## src/rtl/draw_rect_scaled_if.sv

```systemverilog
// VGA pipeline bundle: pixel counters, syncs, blanking and colour, passed
// between draw stages. The producer drives the "out" view, the consumer reads "in".
interface vga_if;
  logic [10:0] hcount;
  logic [10:0] vcount;
  logic        hsync;
  logic        vsync;
  logic        hblnk;
  logic        vblnk;
  logic [11:0] rgb;

  modport in  (input  hcount, vcount, hsync, vsync, hblnk, vblnk, rgb);
  modport out (output hcount, vcount, hsync, vsync, hblnk, vblnk, rgb);
endinterface

```

## src/rtl/draw_rect_scaled.sv

```systemverilog
// Sprite overlay stage: draws a scaled bitmap from a synchronous pixel ROM at a
// position/enable latched once per frame, with optional colour-key transparency.
module draw_rect_scaled #(
  parameter int          RECT_WIDTH        = 48,
  parameter int          RECT_HEIGHT       = 64,
  parameter int          SCALE_LOG2        = 0,
  parameter int          ADDR_WIDTH        = 12,
  parameter int          TRANSPARENT_EN    = 0,
  parameter logic [11:0] TRANSPARENT_COLOR = 12'hF0F
) (
  input  logic                  clk,
  input  logic                  rst,
  input  logic                  enable,
  input  logic [11:0]           x_pos,
  input  logic [11:0]           y_pos,
  input  logic [11:0]           rgb_pixel,
  output logic [ADDR_WIDTH-1:0] pixel_addr,
  vga_if.in                     in,
  vga_if.out                    out
);

  localparam logic [12:0] DW = 13'(RECT_WIDTH << SCALE_LOG2);
  localparam logic [12:0] DH = 13'(RECT_HEIGHT << SCALE_LOG2);

  typedef struct packed {
    logic [10:0] hcount;
    logic [10:0] vcount;
    logic        hsync;
    logic        vsync;
    logic        hblnk;
    logic        vblnk;
    logic [11:0] rgb;
  } timing_t;

  timing_t                 in_t;
  timing_t                 st1_q, st2_q, out_q, out_d;
  logic                    inside1_q, inside2_q, inside_d;
  logic [11:0]             xs_q, xs_d, ys_q, ys_d;
  logic                    en_q, en_d;
  logic [ADDR_WIDTH-1:0]   pixel_addr_q, pixel_addr_d;
  logic                    vblnk_rise;
  logic [12:0]             hc13, vc13, xs13, ys13, lx, ly, col, row;
  logic                    key_hit;

  always_comb begin
    in_t = '{hcount: in.hcount, vcount: in.vcount, hsync: in.hsync, vsync: in.vsync,
             hblnk: in.hblnk, vblnk: in.vblnk, rgb: in.rgb};
  end

  // st1_q.vblnk is in.vblnk delayed one clock, so it doubles as the edge detector.
  assign vblnk_rise = in.vblnk && !st1_q.vblnk;

  always_comb begin
    xs_d = vblnk_rise ? x_pos  : xs_q;
    ys_d = vblnk_rise ? y_pos  : ys_q;
    en_d = vblnk_rise ? enable : en_q;
  end

  // Bounds at 13 bits so the right/bottom edge cannot wrap past screen zero.
  always_comb begin
    hc13     = {2'b00, in.hcount};
    vc13     = {2'b00, in.vcount};
    xs13     = {1'b0, xs_q};
    ys13     = {1'b0, ys_q};
    inside_d = (hc13 >= xs13) && (hc13 < xs13 + DW) &&
               (vc13 >= ys13) && (vc13 < ys13 + DH);
    lx       = hc13 - xs13;
    ly       = vc13 - ys13;
    col      = lx >> SCALE_LOG2;
    row      = ly >> SCALE_LOG2;
    pixel_addr_d = inside_d ? ADDR_WIDTH'(32'(row) * RECT_WIDTH + 32'(col)) : '0;
  end

  // NOTE: every signal assigned in an always_comb gets a value on every path,
  // otherwise synthesis infers a latch.
  always_comb begin
    key_hit = (TRANSPARENT_EN != 0) && (rgb_pixel == TRANSPARENT_COLOR);
    out_d   = st2_q;
    if (st2_q.hblnk || st2_q.vblnk) begin
      out_d.rgb = 12'h000;
    end else if (inside2_q && en_q && !key_hit) begin
      out_d.rgb = rgb_pixel;
    end else begin
      out_d.rgb = st2_q.rgb;
    end
  end

  // NOTE: state is updated with non-blocking assignments so every flop samples
  // the pre-edge values; the async reset clears the whole pipeline at once.
  always_ff @(posedge clk or posedge rst) begin
    if (rst) begin
      xs_q         <= '0;
      ys_q         <= '0;
      en_q         <= 1'b0;
      st1_q        <= '0;
      st2_q        <= '0;
      out_q        <= '0;
      inside1_q    <= 1'b0;
      inside2_q    <= 1'b0;
      pixel_addr_q <= '0;
    end else begin
      xs_q         <= xs_d;
      ys_q         <= ys_d;
      en_q         <= en_d;
      st1_q        <= in_t;
      st2_q        <= st1_q;
      out_q        <= out_d;
      inside1_q    <= inside_d;
      inside2_q    <= inside1_q;
      pixel_addr_q <= pixel_addr_d;
    end
  end

  assign pixel_addr = pixel_addr_q;

  always_comb begin
    out.hcount = out_q.hcount;
    out.vcount = out_q.vcount;
    out.hsync  = out_q.hsync;
    out.vsync  = out_q.vsync;
    out.hblnk  = out_q.hblnk;
    out.vblnk  = out_q.vblnk;
    out.rgb    = out_q.rgb;
  end

endmodule
```

## src/flat_wrapper.sv

```systemverilog
// flat-port wrapper written by rule: the top's interface ports become plain ports
module draw_rect_scaled_flat 
#(
  parameter int          RECT_WIDTH        = 48,
  parameter int          RECT_HEIGHT       = 64,
  parameter int          SCALE_LOG2        = 0,
  parameter int          ADDR_WIDTH        = 12,
  parameter int          TRANSPARENT_EN    = 0,
  parameter logic [11:0] TRANSPARENT_COLOR = 12'hF0F
)
  (clk, rst, enable, x_pos, y_pos, rgb_pixel, pixel_addr, in_hcount, in_vcount, in_hsync, in_vsync, in_hblnk, in_vblnk, in_rgb, out_hcount, out_vcount, out_hsync, out_vsync, out_hblnk, out_vblnk, out_rgb);
  vga_if in_i ();
  vga_if out_i ();
  input  logic clk;
  input  logic rst;
  input  logic enable;
  input  logic [11:0] x_pos;
  input  logic [11:0] y_pos;
  input  logic [11:0] rgb_pixel;
  output logic [ADDR_WIDTH-1:0] pixel_addr;
  input wire logic [$bits(in_i.hcount)-1:0] in_hcount;
  input wire logic [$bits(in_i.vcount)-1:0] in_vcount;
  input wire logic [$bits(in_i.hsync)-1:0] in_hsync;
  input wire logic [$bits(in_i.vsync)-1:0] in_vsync;
  input wire logic [$bits(in_i.hblnk)-1:0] in_hblnk;
  input wire logic [$bits(in_i.vblnk)-1:0] in_vblnk;
  input wire logic [$bits(in_i.rgb)-1:0] in_rgb;
  output wire logic [$bits(out_i.hcount)-1:0] out_hcount;
  output wire logic [$bits(out_i.vcount)-1:0] out_vcount;
  output wire logic [$bits(out_i.hsync)-1:0] out_hsync;
  output wire logic [$bits(out_i.vsync)-1:0] out_vsync;
  output wire logic [$bits(out_i.hblnk)-1:0] out_hblnk;
  output wire logic [$bits(out_i.vblnk)-1:0] out_vblnk;
  output wire logic [$bits(out_i.rgb)-1:0] out_rgb;
  assign in_i.hcount = in_hcount;
  assign in_i.vcount = in_vcount;
  assign in_i.hsync = in_hsync;
  assign in_i.vsync = in_vsync;
  assign in_i.hblnk = in_hblnk;
  assign in_i.vblnk = in_vblnk;
  assign in_i.rgb = in_rgb;
  assign out_hcount = out_i.hcount;
  assign out_vcount = out_i.vcount;
  assign out_hsync = out_i.hsync;
  assign out_vsync = out_i.vsync;
  assign out_hblnk = out_i.hblnk;
  assign out_vblnk = out_i.vblnk;
  assign out_rgb = out_i.rgb;
  draw_rect_scaled #(.RECT_WIDTH(RECT_WIDTH), .RECT_HEIGHT(RECT_HEIGHT), .SCALE_LOG2(SCALE_LOG2), .ADDR_WIDTH(ADDR_WIDTH), .TRANSPARENT_EN(TRANSPARENT_EN), .TRANSPARENT_COLOR(TRANSPARENT_COLOR)) u_core (.clk(clk), .rst(rst), .enable(enable), .x_pos(x_pos), .y_pos(y_pos), .rgb_pixel(rgb_pixel), .pixel_addr(pixel_addr), .in(in_i), .out(out_i));
endmodule
```

## config.mk

```make
export PLATFORM = sky130hd
export DESIGN_NAME = draw_rect_scaled_flat
export DESIGN_NICKNAME = d
export VERILOG_FILES = /design/src/rtl/draw_rect_scaled_if.sv /design/src/rtl/draw_rect_scaled.sv /design/src/flat_wrapper.sv
export SDC_FILE = /design/constraint.sdc
export NUM_CORES = 1
export LEC_CHECK = 0
export ABC_AREA = 1
export CELL_PAD_IN_SITES_DETAIL_PLACEMENT = 0
export CELL_PAD_IN_SITES_GLOBAL_PLACEMENT = 1
export CORE_MARGIN = 4
export CORE_UTILIZATION = 41
export DETAILED_ROUTE_END_ITERATION = 16
export PLACE_DENSITY_LB_ADDON = 0.1
export SLEW_MARGIN = 20
export SYNTH_ARGS = -nofsm -noshare
export SYNTH_HDL_FRONTEND = slang
export SYNTH_SLANG_ARGS = --single-unit
```

## constraint.sdc

```tcl
create_clock -name clk -period 5.75 [get_ports clk]
set_input_delay 0.8625 -clock clk [delete_from_list [all_inputs] [get_ports clk]]
set_output_delay 0.8625 -clock clk [all_outputs]
set_load 0.1 [all_outputs]
```

Word level (Yosys, flattened, before mapping)

Cells that the tools add are included.

Add/sub/neg operators: 5
Reduce and logical (&&, ||, !) cells: 7
Mux-type cells: 3
Magnitude comparators: 4
Multipliers: 1

Operator list:

| kind                                               | number |
|---|---|
| 2-to-1 mux 12 bit                                  | 3 |
| < comparator 11 x 13 -> 1 bit                      | 2 |
| >= comparator 11 x 12 -> 1 bit                     | 2 |
| adder 12 x 6 -> 13 bit (second input constant)     | 1 |
| adder 12 x 7 -> 13 bit (second input constant)     | 1 |
| multiplier 13 x 2 -> 8 bit (second input constant) | 1 |
| subtractor 11 x 12 -> 13 bit                       | 1 |
| adder 12 bit                                       | 1 |
| subtractor 11 x 12 -> 12 bit                       | 1 |
| logical AND 1 bit                                  | 5 |
| logical NOT 1 bit                                  | 1 |
| logical OR 1 bit                                   | 1 |

Logic and storage cells: 47
Output and inout bits: 50
Input port bits: 77
Bits in registers: 153

Logic depth before layout (Yosys ltp)

Gate-level depths: netlist (run 1).

Depth after elaboration: 6
Gate-level depth with buffers: 24
Mapped depth without buffers: 24

Worst setup path after synthesis (run 1)

Ideal clock, no wire load.

Path kind: input port to flip-flop
From: in in_vcount[0]
To: reg u_core.pixel_addr_q[11] (netlist: u_core.pixel_addr[11])
Required time: 5,679 ps
Arrival time: 4,126 ps
Setup time: 71 ps
Path buffers: 0
Path slack: 1,553 ps
Stages: 23
Cell sequence: inv_1 ha_1 inv_1 fa_1 nand2_1 nand2_1 nand2_1 xnor2_1 ha_1 nand2_1 nand2_1 a31oi_1 xor2_1 inv_1 fa_1 ha_1 inv_1 nor3_1 nand3_1 and3_1 nand3_1 nand3_1 nor2_1

Word-level cells in the longest chain between the ends: 4
Elaborated cells on any way between the ends: 8
Classes of those cells: add/sub: 2; mul: 1; order compare: 2; mux: 1; reduce/logical: 2

Ends and longest elaborated chain:

| what                                                                           | RTL line                                       | RTL |
|---|---|---|
| start: declaration                                                             | flat_wrapper.sv:22                             | `input wire logic [$bits(in_i.vcount)-1:0] in_vcount;` |
| subtractor 11 x 12 -> 13 bit or >= comparator 11 x 12 -> 1 bit (tied branches) | draw_rect_scaled.sv:68, draw_rect_scaled.sv:66 |  |
| multiplier 13 x 2 -> 8 bit or logical AND 1 bit (tied branches)                | draw_rect_scaled.sv:71, draw_rect_scaled.sv:65 |  |
| adder 12 bit or logical AND 1 bit (tied branches)                              | draw_rect_scaled.sv:71, draw_rect_scaled.sv:66 |  |
| 2-to-1 mux 12 bit *                                                            | draw_rect_scaled.sv:71                         | `pixel_addr_d = inside_d ? ADDR_WIDTH'(32'(row) * RECT_WIDTH + 32'(col)) : '0;` |
| via u_core.pixel_addr_d[11]                                                    | draw_rect_scaled.sv:40                         | `logic [ADDR_WIDTH-1:0] pixel_addr_q, pixel_addr_d;` |
| end signal: assignment                                                         | draw_rect_scaled.sv:110                        | `pixel_addr_q <= pixel_addr_d;` |
| end: declaration                                                               | draw_rect_scaled.sv:40                         |  |

The timed path passes the listed nets; every way through them passes the cells marked *.
A chain may end at the register's enable or synchronous reset.

Worst setup path in the final report (run 1)

Same ends and word-level chain as after synthesis.

==> reports/qor.yml, run 1 <==
outcome: "finished clean"
cts_hold_buf: 0
remaining_drc_errors: 0
antenna_found_initial: 0
grt_pass1_vias: 4709
postCtsResizedCells: 0
clkTransAtPathRegs_ns: 0.06
chipHeight_um: 136
power.total_mw: 3.69
synth_nets: 758
tns_ns: 0
period_share_pct: 80.0
h-tree-depth: 4
grt_pass1_wl_um: 23700
root_buffer: "clkbuf_16"
fp.dieW_um: 136
clk_latency_ns: 0.42
critPathKind: "in2reg"
grt_max_degree: 109
regArea_um2: 3830
peakVddDrop_mv: 0.230
grt-ovfl-total: 0
coreArea_um2: 15900
crit_fanout: 5
route.antenna.remaining_nets: 0
yosysTopAreaCellShare_pct: 57.1
fin_skew_ns: 0.00650
drt_wl_total_um: 14500
power.density_nw_per_um2: 418
setup_ws_ns: 1.15
post_drt_wl_per_cell_um: 14.7
vias: 4584
fin_nets: 896
rsz0062_at_grt: "false"
vias_per_cell: 4.66
relSlewSlack_pct: 31.1
cts_tree: "yes"
placed_area_um2: 8210
fill_cells: 1386
num_rows: 46
dp_worst_setup_slack_ns: 0.728
cap_violations: 0
synth_seq_area_share_pct: 57.1
area_delta_synth_final_pct: 31.5
cts_buffers: 17
cp-end-kind: "register"
drt_iter0_markers: 217
yosys.area.top_type: "dfrtp_1"
clockBufferDepth: 2
yosys_warnings: 0
worst_slew_pin_slew_ns: 1.03
syn-mean-instance-area_um2: 10.9
hold_viol_final: 0
ys_types: 35
netlist_instances: 616
p_leak_nw: 4.20
setup-violations-final: 0
ys_top_cells_by_count: "dfrtp_1 (153), nand2_1 (100), inv_1 (70)"
slew_viol_final: 0
critPathRequiredTime_ns: 6.10
post_cts_buffers: 0
dieArea_um2: 18500
post-route-util_pct: 55.3
cts_sinks: 153
synth.most_common_cell: "dfrtp_1"
max_freq_mhz: 217
fin_area_um2: 8820
synth_ff_type: "dfrtp_1"
io_buffers: 126
async_flop_share_pct: 100
diodes: 0
crit_arrival_ns: 4.95
synth_edf_count: 0
dr.pass1.iters: 5
ff2ff_setup_slack_ns: 1.76
synth_area_um2: 6710
multiInputGateArea_um2: 2550
drive_gt1_share_pct: 8.74
start_util_pct: 42.1
synthTopCellsByArea: "dfrtp_1 (57%), ha_1 (9.7%), nand2_1 (5.6%)"
ys_ff_latch: 153
min_path_type: "reg2reg"
dp_hpwl_um: 11000
gp_congestion: 0.937
period_needed_ns: 4.60
startpoint_type: "input pin"
ios: 127
gr-usage-all-layers_pct: 16.7
-- through the flow --
stage          cells  hold WS [ns]
3_5_place_dp     951         0.335
2_1_floorplan    616         0.331
3_3_place_gp     951         0.332
4_1_cts          983         0.348
6_report         983         0.346
5_1_grt          983         0.352
-- power by group --
group | switching, mW | internal (mW)
combinational | 0.862 | 0.512
clock | 0.465 | 0.675
sequential | 0.0300 | 1.14
total | 1.36 | 2.33
-- cells in the final DEF (no fill, tap or decap), types with 3 or more instances in the layout --
cell             netlist  layout
nand3_2                3       3
inv_2                  3       3
nor2_1                50      50
clkinvlp_4             0       3
xnor2_1                9       9
a21oi_2                3       3
dfrtp_1              153     153
clkbuf_16              0      17
nand3_1               23      23
inv_1                 70      69
a21oi_1               58      58
nand2_1              100     100
inv_6                  0       5
a31oi_1                3       3
o21ai_0                6       6
nand3b_1               3       3
nor3_1                 5       5
ha_1                  52      52
nor2_2                 3       3
clkdlybuf4s50_1        0     126
nor3_2                 9       9
xor2_1                14      14
nand4_1                7       7
fa_1                  13      13
mux2_2                 4       4
-- final cells by class --
type / instances / area share, %
Clock inverter: 13 / 1.79
Multi-Input combinational cell: 381 / 29.0
Tap cell: 216 / 3.06
Sequential cell: 153 / 43.4
Clock buffer: 19 / 5.14
Inverter: 73 / 3.16
Timing Repair Buffer: 128 / 14.5
-- worst max-delay path, stage by stage --
cell             delay, ns
clkdlybuf4s50_1       0.44
inv_1                 0.08
ha_1                  0.14
inv_1                 0.06
fa_1                  0.38
nand2_1               0.09
nand2_1               0.09
nand2_1               0.08
xnor2_1               0.15
ha_1                  0.32
nand2_1               0.11
nand2_1               0.09
a31oi_1               0.18
xor2_1                0.16
inv_1                 0.07
fa_1                  0.43
ha_1                  0.34
inv_1                 0.09
nor3_1                0.25
nand3_1               0.09
and3_1                0.20
nand3_1               0.08
nand3_1               0.07
nor2_1                0.09
-- kinds of logic (layout without fill, tap and decap cells) --
| group | Yosys count | count (layout) | share of synthesized area [%] |
|---|---|---|---|
| simple gates | 213 | 213 | 14.8 |
| flops | 153 | 153 | 57.1 |
| buf+inv | 82 | 233 | 4.81 |
| compound gates | 76 | 76 | 6.08 |
| fa+ha+maj | 65 | 65 | 13.6 |
| xor+xnor | 23 | 23 | 3.00 |
| mux | 4 | 4 | 0.672 |
-- registers in the layout (all words and copies together) (netlist names) --
register / cells
u_core.en_q: 1
u_core.inside1_q: 1
u_core.inside2_q: 1
u_core.out.hblnk: 1
u_core.out.hcount: 11
u_core.out.hsync: 1
u_core.out.rgb: 12
u_core.out.vblnk: 1
u_core.out.vcount: 11
u_core.out.vsync: 1
u_core.out_d: 26
u_core.pixel_addr: 12
u_core.st1_q: 38
u_core.st2_q: 12
u_core.xs_q: 12
u_core.ys_q: 12
-- worst paths after layout --
check | startpoint | endpoint | cells past startpoint
min reg2reg | u_core.out_d[28] | u_core.out.hcount[1] | 0
max in group asynchronous | rst | u_core.st1_q[12] | 3
min | u_core.out_d[28] | u_core.out.hcount[1] | 0
min in group asynchronous | rst | u_core.out.vsync | 2
max | in_vcount[0] | u_core.pixel_addr[11] | 24
max reg2reg | u_core.ys_q[0] | u_core.pixel_addr[11] | 22
-- routing by layer --
metal	GRT usage, %	part of all wire [%]	vias to the layer above
li1	-	-	2264
met3	4.26	5.0	21
met4	6.55	2.2	0
met5	0	0	-
met1	21.8	46	2191
met2	26.8	47	108
Note: power is estimated with default switching activity, not from simulation.
==> run 2, diff against run 1 <==
==> constraint.sdc (replaced) <==
create_clock -name clk -period 4.8 [get_ports clk]
set_input_delay 0.72 -clock clk [delete_from_list [all_inputs] [get_ports clk]]
set_output_delay 0.72 -clock clk [all_outputs]
set_load 0.1 [all_outputs]
==> run 2 against run 1 <==
  * Final area up 0.13%
  * Highest routed layer unchanged
  * Via count up 1.2%
  * Largest cell class unchanged
  * Utilization up 0.071 points
  * Combinational power up 23%
  * Hold slack worse by 0.0041 ns
  * Critical path depth down 1
  * Register-to-register slack worse by 0.89 ns
==> reports/qor.yml, run 2 (same netlist as run 1, synthesis figures left out) <==
clk_latency_ns: 0.42
power.density_nw_per_um2: 503
gp_congestion: 0.897
startpoint_type: "input pin"
remaining_drc_errors: 0
rsz0062_at_grt: "false"
cap_violations: 0
fp.dieW_um: 136
area_delta_synth_final_pct: 31.7
tns_ns: 0
postCtsResizedCells: 0
max_freq_mhz: 228
period_needed_ns: 4.38
grt_pass1_vias: 4843
drive_gt1_share_pct: 8.87
power.total_mw: 4.44
dr.pass1.iters: 4
num_rows: 46
crit_fanout: 5
root_buffer: "clkbuf_16"
coreArea_um2: 15900
cts_sinks: 153
chipHeight_um: 136
post-route-util_pct: 55.4
vias_per_cell: 4.72
final_common_cell: "dfrtp_1"
cts_tree: "yes"
relSlewSlack_pct: 31.1
vias: 4638
antenna_found_initial: 0
dp_hpwl_um: 11000
crit_family: "adder cells"
h-tree-depth: 4
grt-ovfl-total: 0
post_drt_wl_per_cell_um: 14.9
setup-violations-final: 0
fin_skew_ns: 0.00781
critical_path_buf_inv_count: 5
post_cts_buffers: 0
crit_arrival_ns: 4.71
cp-end-kind: "register"
start_util_pct: 42.1
largest_reg_flops: 38
dieArea_um2: 18500
gr-usage-all-layers_pct: 17.1
peakVddDrop_mv: 0.287
crit_path_frequent_cell: "nand2_1"
grt_max_degree: 154
fill_cells: 1395
clockBufferDepth: 2
cpPeakStageDelay_ns: 0.43
critPathRequiredTime_ns: 5.13
hold_ws_ns: 0.342
diodes: 0
worst_slew_pin_slew_ns: 1.03
io_buffers: 126
outcome: "finished clean"
worstPathCellList: "clkdlybuf4s50_1, inv_1, ha_1, inv_1, fa_1, nand2_1, nand2_1, nand2_1, xnor2_1, ha_1, nand2_1, nand2_1, a31oi_1, xor2_1, inv_1, fa_1, ha_1, inv_1, o21ai_0, a31oi_1, nand3_1, xor2_1, nor3_2"
drt_iter0_markers: 239
route.antenna.remaining_nets: 0
fin_nets: 896
grt_pass1_wl_um: 24400
clkTransAtPathRegs_ns: 0.07
hold_viol_final: 0
largest-register: "u_core.st1_q"
ios: 127
cts_hold_buf: 0
final_cell_mix: "dfrtp_1 (153), clkdlybuf4s50_1 (126), nand2_1 (99)"
drt_wl_total_um: 14600
cpMaxStageDelayCell: "fa_1"
slew_viol_final: 0
critPathKind: "in2reg"
p_leak_nw: 4.21
period_share_pct: 91.2
cts_buffers: 17
min_path_type: "reg2reg"
==> run 2: final cells by class <==
class	instances	area (um^2)	area share (%)
clock buffer	18	429	4.86
multi-input combinational	381	2560	29.0
clock inverter	14	174	1.97
timing repair buffer	128	1290	14.6
inverter	73	278	3.15
sequential	153	3830	43.4
tap	216	270	3.06
==> run 2: power by group <==
| group | internal, mW | leakage, nW | switching [mW] |
|---|---|---|---|
| sequential | 1.37 | 1.82 | 0.0357 |
| clock | 0.790 | 0.294 | 0.572 |
| combinational | 0.618 | 2.09 | 1.06 |
==> run 2: routing by layer <==
metal  part of all wire [%]  GRT usage [%]  up-vias  wire [um]
met5                      0              0        -          0
met4                    1.9           5.88        0        275
met3                    5.1           3.81       20        745
met2                     47           27.2      116       6870
met1                     46           23.3     2231       6750
li1                       -              -     2271          -
==> run 2: metrics by stage <==
| step | setup WS, ns | instances | instance area [um^2] |
|---|---|---|---|
| 6_report | 0.423 | 983 | 8830 |
| 5_1_grt | 0.0807 | 983 | 8830 |
| 4_1_cts | 0.389 | 983 | 8820 |
| 3_5_place_dp | -0.0440 | 951 | 8220 |
| 3_3_place_gp | 0.0802 | 951 | 8220 |
| 2_1_floorplan | 0.745 | 616 | 6710 |
==> run 2: worst paths after layout <==
path	slack, ns	to	depth (start not counted)	startpoint
min	0.34	u_core.out.hcount[1]	0	u_core.out_d[28]
min reg2reg	0.34	u_core.out.hcount[1]	0	u_core.out_d[28]
max reg2reg	0.87	u_core.pixel_addr[10]	21	u_core.ys_q[0]
min in group asynchronous	0.89	u_core.out.vcount[7]	3	rst
max in group asynchronous	3.36	u_core.out_d[29]	3	rst
max	0.42	u_core.pixel_addr[10]	23	in_vcount[0]
==> run 2: worst reg2reg max path: stages (launching register included) <==
cell and delay, ns:
dfrtp_1 0.34, ha_1 0.14, inv_1 0.06, fa_1 0.38, nand2_1 0.09, nand2_1 0.09
nand2_1 0.09, xnor2_1 0.16, ha_1 0.34, nand2_1 0.09, nand2_1 0.06, a31oi_1 0.17
xor2_1 0.17, inv_1 0.07, fa_1 0.43, ha_1 0.34, inv_1 0.14, o21ai_0 0.11
a31oi_1 0.15, nand3_1 0.10, xor2_1 0.16, nor3_2 0.16
==> run 3, diff against run 2 <==
--- a/config.mk
+++ b/config.mk
@@ -5,7 +5,6 @@
 export SDC_FILE = /design/constraint.sdc
 export NUM_CORES = 1
 export LEC_CHECK = 0
-export ABC_AREA = 1
 export CELL_PAD_IN_SITES_DETAIL_PLACEMENT = 0
 export CELL_PAD_IN_SITES_GLOBAL_PLACEMENT = 1
 export CORE_MARGIN = 4
==> run 3 against run 2 <==
  * Die area fell by 5.1%
  * Global-route usage fell by 1.9 points
  * Synthesized area decreased by 5.5%
  * Critical path type unchanged
  * Largest cell class unchanged
==> reports/qor.yml, run 3 <==
ys_top_cells_by_count: "dfrtp_1 (153), nand2_1 (54), ha_1 (52)"
h-tree-depth: 4
ys_ff_latch: 153
cpPeakStageDelay_ns: 0.54
route.antenna.remaining_nets: 0
grt_max_degree: 106
netlist_instances: 508
post_drt_wl_per_cell_um: 14.8
use_met2_pct: 24.1
post_cts_buffers: 0
setup-violations-final: 0
start_util_pct: 41.7
tns_ns: 0
crit_path_frequent_cell: "inv_1"
critPathKind: "in2reg"
cp-end-kind: "register"
crit_family: "adder cells"
area_delta_synth_final_pct: 33.5
synth_edf_count: 0
fp.dieW_um: 132
p_seq_share_pct: 33.1
critical_path_buf_inv_count: 5
cts_hold_buf: 0
vias: 4017
synth_nets: 650
clockBufferDepth: 2
antenna_found_initial: 0
clkTransAtPathRegs_ns: 0.06
largest-register: "u_core.st1_q"
multiInputGateArea_um2: 2300
yosys.area.top_type: "dfrtp_1"
vias_per_cell: 4.74
dp_hpwl_um: 9370
dieArea_um2: 17500
drt_wl_total_um: 12600
chipHeight_um: 132
synthTopCellsByArea: "dfrtp_1 (60%), ha_1 (10%), fa_1 (4.1%)"
synth_area_um2: 6340
fin_nets: 789
startpoint_type: "input pin"
ff2ff_setup_slack_ns: 0.88
coreArea_um2: 15200
grt_pass1_vias: 4250
rsz0062_at_grt: "false"
postCtsResizedCells: 0
relSlewSlack_pct: 31.0
synth_seq_area_share_pct: 60.4
internal_power_mw: 2.84
fill_cells: 1275
final_cell_mix: "dfrtp_1 (153), clkdlybuf4s50_1 (126), nand2_1 (54)"
critPathRequiredTime_ns: 5.11
power.density_nw_per_um2: 505
crit_arrival_ns: 4.66
use_met3_pct: 4.08
cts_tree: "yes"
async_flop_share_pct: 100
period_needed_ns: 4.35
crit_fanout: 5
ys_types: 43
slew_viol_final: 0
max_freq_mhz: 230
gr-usage-met1_pct: 20.8
drt_iter0_markers: 141
ios: 127
grt-busiest-layer: "met2"
fin_skew_ns: 0.00655
io_buffers: 126
worst_slew_pin_slew_ns: 1.03
largest_reg_flops: 38
pwr-share-clk_pct: 31.9
syn-mean-instance-area_um2: 12.5
p_sw_mw: 1.43
cts_buffers: 17
cts_sinks: 153
drive_gt1_share_pct: 7.59
clk_latency_ns: 0.41
gp_congestion: 0.810
peakVddDrop_mv: 0.251
yosys_warnings: 0
dr.pass1.iters: 4
outcome: "finished clean"
grt-ovfl-total: 0
min_path_type: "reg2reg"
yosysTopAreaCellShare_pct: 60.4
num_rows: 45
grt_pass1_wl_um: 21200
regArea_um2: 3830
p_leak_nw: 3.82
gr-usage-all-layers_pct: 15.2
hold_ws_ns: 0.343
remaining_drc_errors: 0
root_buffer: "clkbuf_16"
p_sw_share_pct: 33.4
diodes: 0
period_share_pct: 90.6
final_common_cell: "dfrtp_1"
hold_viol_final: 0
cap_violations: 0
pwr-share-comb_pct: 35.0
synth_ff_type: "dfrtp_1"
synth.most_common_cell: "dfrtp_1"
worstPathCellList: "clkdlybuf4s50_1, inv_1, ha_1, inv_1, fa_1, xor2_1, inv_1, fa_1, inv_1, fa_1, ha_1, o21ai_0, nand2b_1, a21oi_1, a311oi_1, o21a_1, o21a_1, nor3_1"
cpMaxStageDelayCell: "fa_1"
run 3: cell types whose count changed after synthesis, moves of 4 or more:
| cell | delta |
|---|---|
| nand3_1 | -19 |
| nand2b_1 | +4 |
| a21oi_1 | -26 |
| nand4_1 | -7 |
| nor2b_1 | +6 |
| inv_1 | -22 |
| nor2_1 | -36 |
| xor2_1 | -8 |
| xnor2_1 | +9 |
| nand2_1 | -46 |
| nor3_1 | +5 |
| o21ai_0 | +28 |
| o21a_1 | +7 |
| nor3_2 | -9 |
run 3: final cells by class:
type / count / area share [%]
Clock buffer: 19 / 5.24
Tap cell: 188 / 2.78
Multi-Input combinational cell: 298 / 27.2
Timing Repair Buffer: 129 / 15.5
Clock inverter: 12 / 1.94
Inverter: 48 / 2.17
Sequential cell: 153 / 45.3
run 3: final timing paths:
kind                                       start               endpoint  depth (start not counted)
worst max register to register    u_core.ys_q[0]  u_core.pixel_addr[10]                         16
min in group asynchronous                    rst   u_core.pixel_addr[1]                          2
max in group asynchronous                    rst         u_core.ys_q[4]                          4
worst max-delay path                in_vcount[0]  u_core.pixel_addr[10]                         18
worst min-delay path            u_core.st1_q[11]       u_core.st2_q[11]                          0
worst min register to register  u_core.st1_q[11]       u_core.st2_q[11]                          0
run 3: cell families (layout without fill, tap and decap cells):
group | after synthesis | after routing | synth area share, %
AOI/OAI and AO/OA | 99 | 99 | 9.41
DFF | 153 | 153 | 60.4
xor gates and xnor gates | 25 | 25 | 3.67
muxes | 6 | 6 | 1.05
and+or+nand+nor | 103 | 103 | 7.62
adders and majority gates | 65 | 65 | 14.4
buffers and inverters | 57 | 208 | 3.49
run 3: per-stage QoR:
step / utilization [%] / setup slack (ns) / total power [mW] / cells / area (um^2)
CTS: 55.5 / 0.458 / 4.31 / 846 / 8440
detailed placement: 51.5 / 0.0170 / 2.93 / 815 / 7830
global placement: 51.5 / 0.144 / 2.89 / 815 / 7830
global route: 55.7 / 0.165 / 4.55 / 847 / 8460
finish: 55.7 / 0.450 / 4.27 / 847 / 8460
floorplan: - / 0.810 / 2.57 / 508 / 6340
run 3: power groups by stage:
stage	combinational, mW	clock, mW	sequential, mW
global placement	1.46	0	1.43
floorplan	0.959	0	1.61
global route	1.68	1.45	1.42
detailed placement	1.49	0	1.44
finish	1.49	1.36	1.41
CTS	1.51	1.40	1.41
run 3: worst reg2reg max path, delay by kind of cell, from the launching register on:
family                   cells  cell delay [ns]
adder cells (fa/ha/maj)      5             1.93
AO/OA/AOI/OAI                5             0.79
flip-flops                   1             0.35
XOR/XNOR                     1             0.28
AND/OR/NAND/NOR              2             0.28
buffers and inverters        3             0.22
run 3: per-layer routing:
| layer | routed length [um] | share of wire (%) | up-vias |
|---|---|---|---|
| li1 | - | - | 1972 |
| met1 | 5980 | 48 | 1926 |
| met2 | 5860 | 47 | 110 |
| met3 | 613 | 4.9 | 9 |
| met4 | 123 | 0.98 | 0 |
| met5 | 0 | 0 | - |
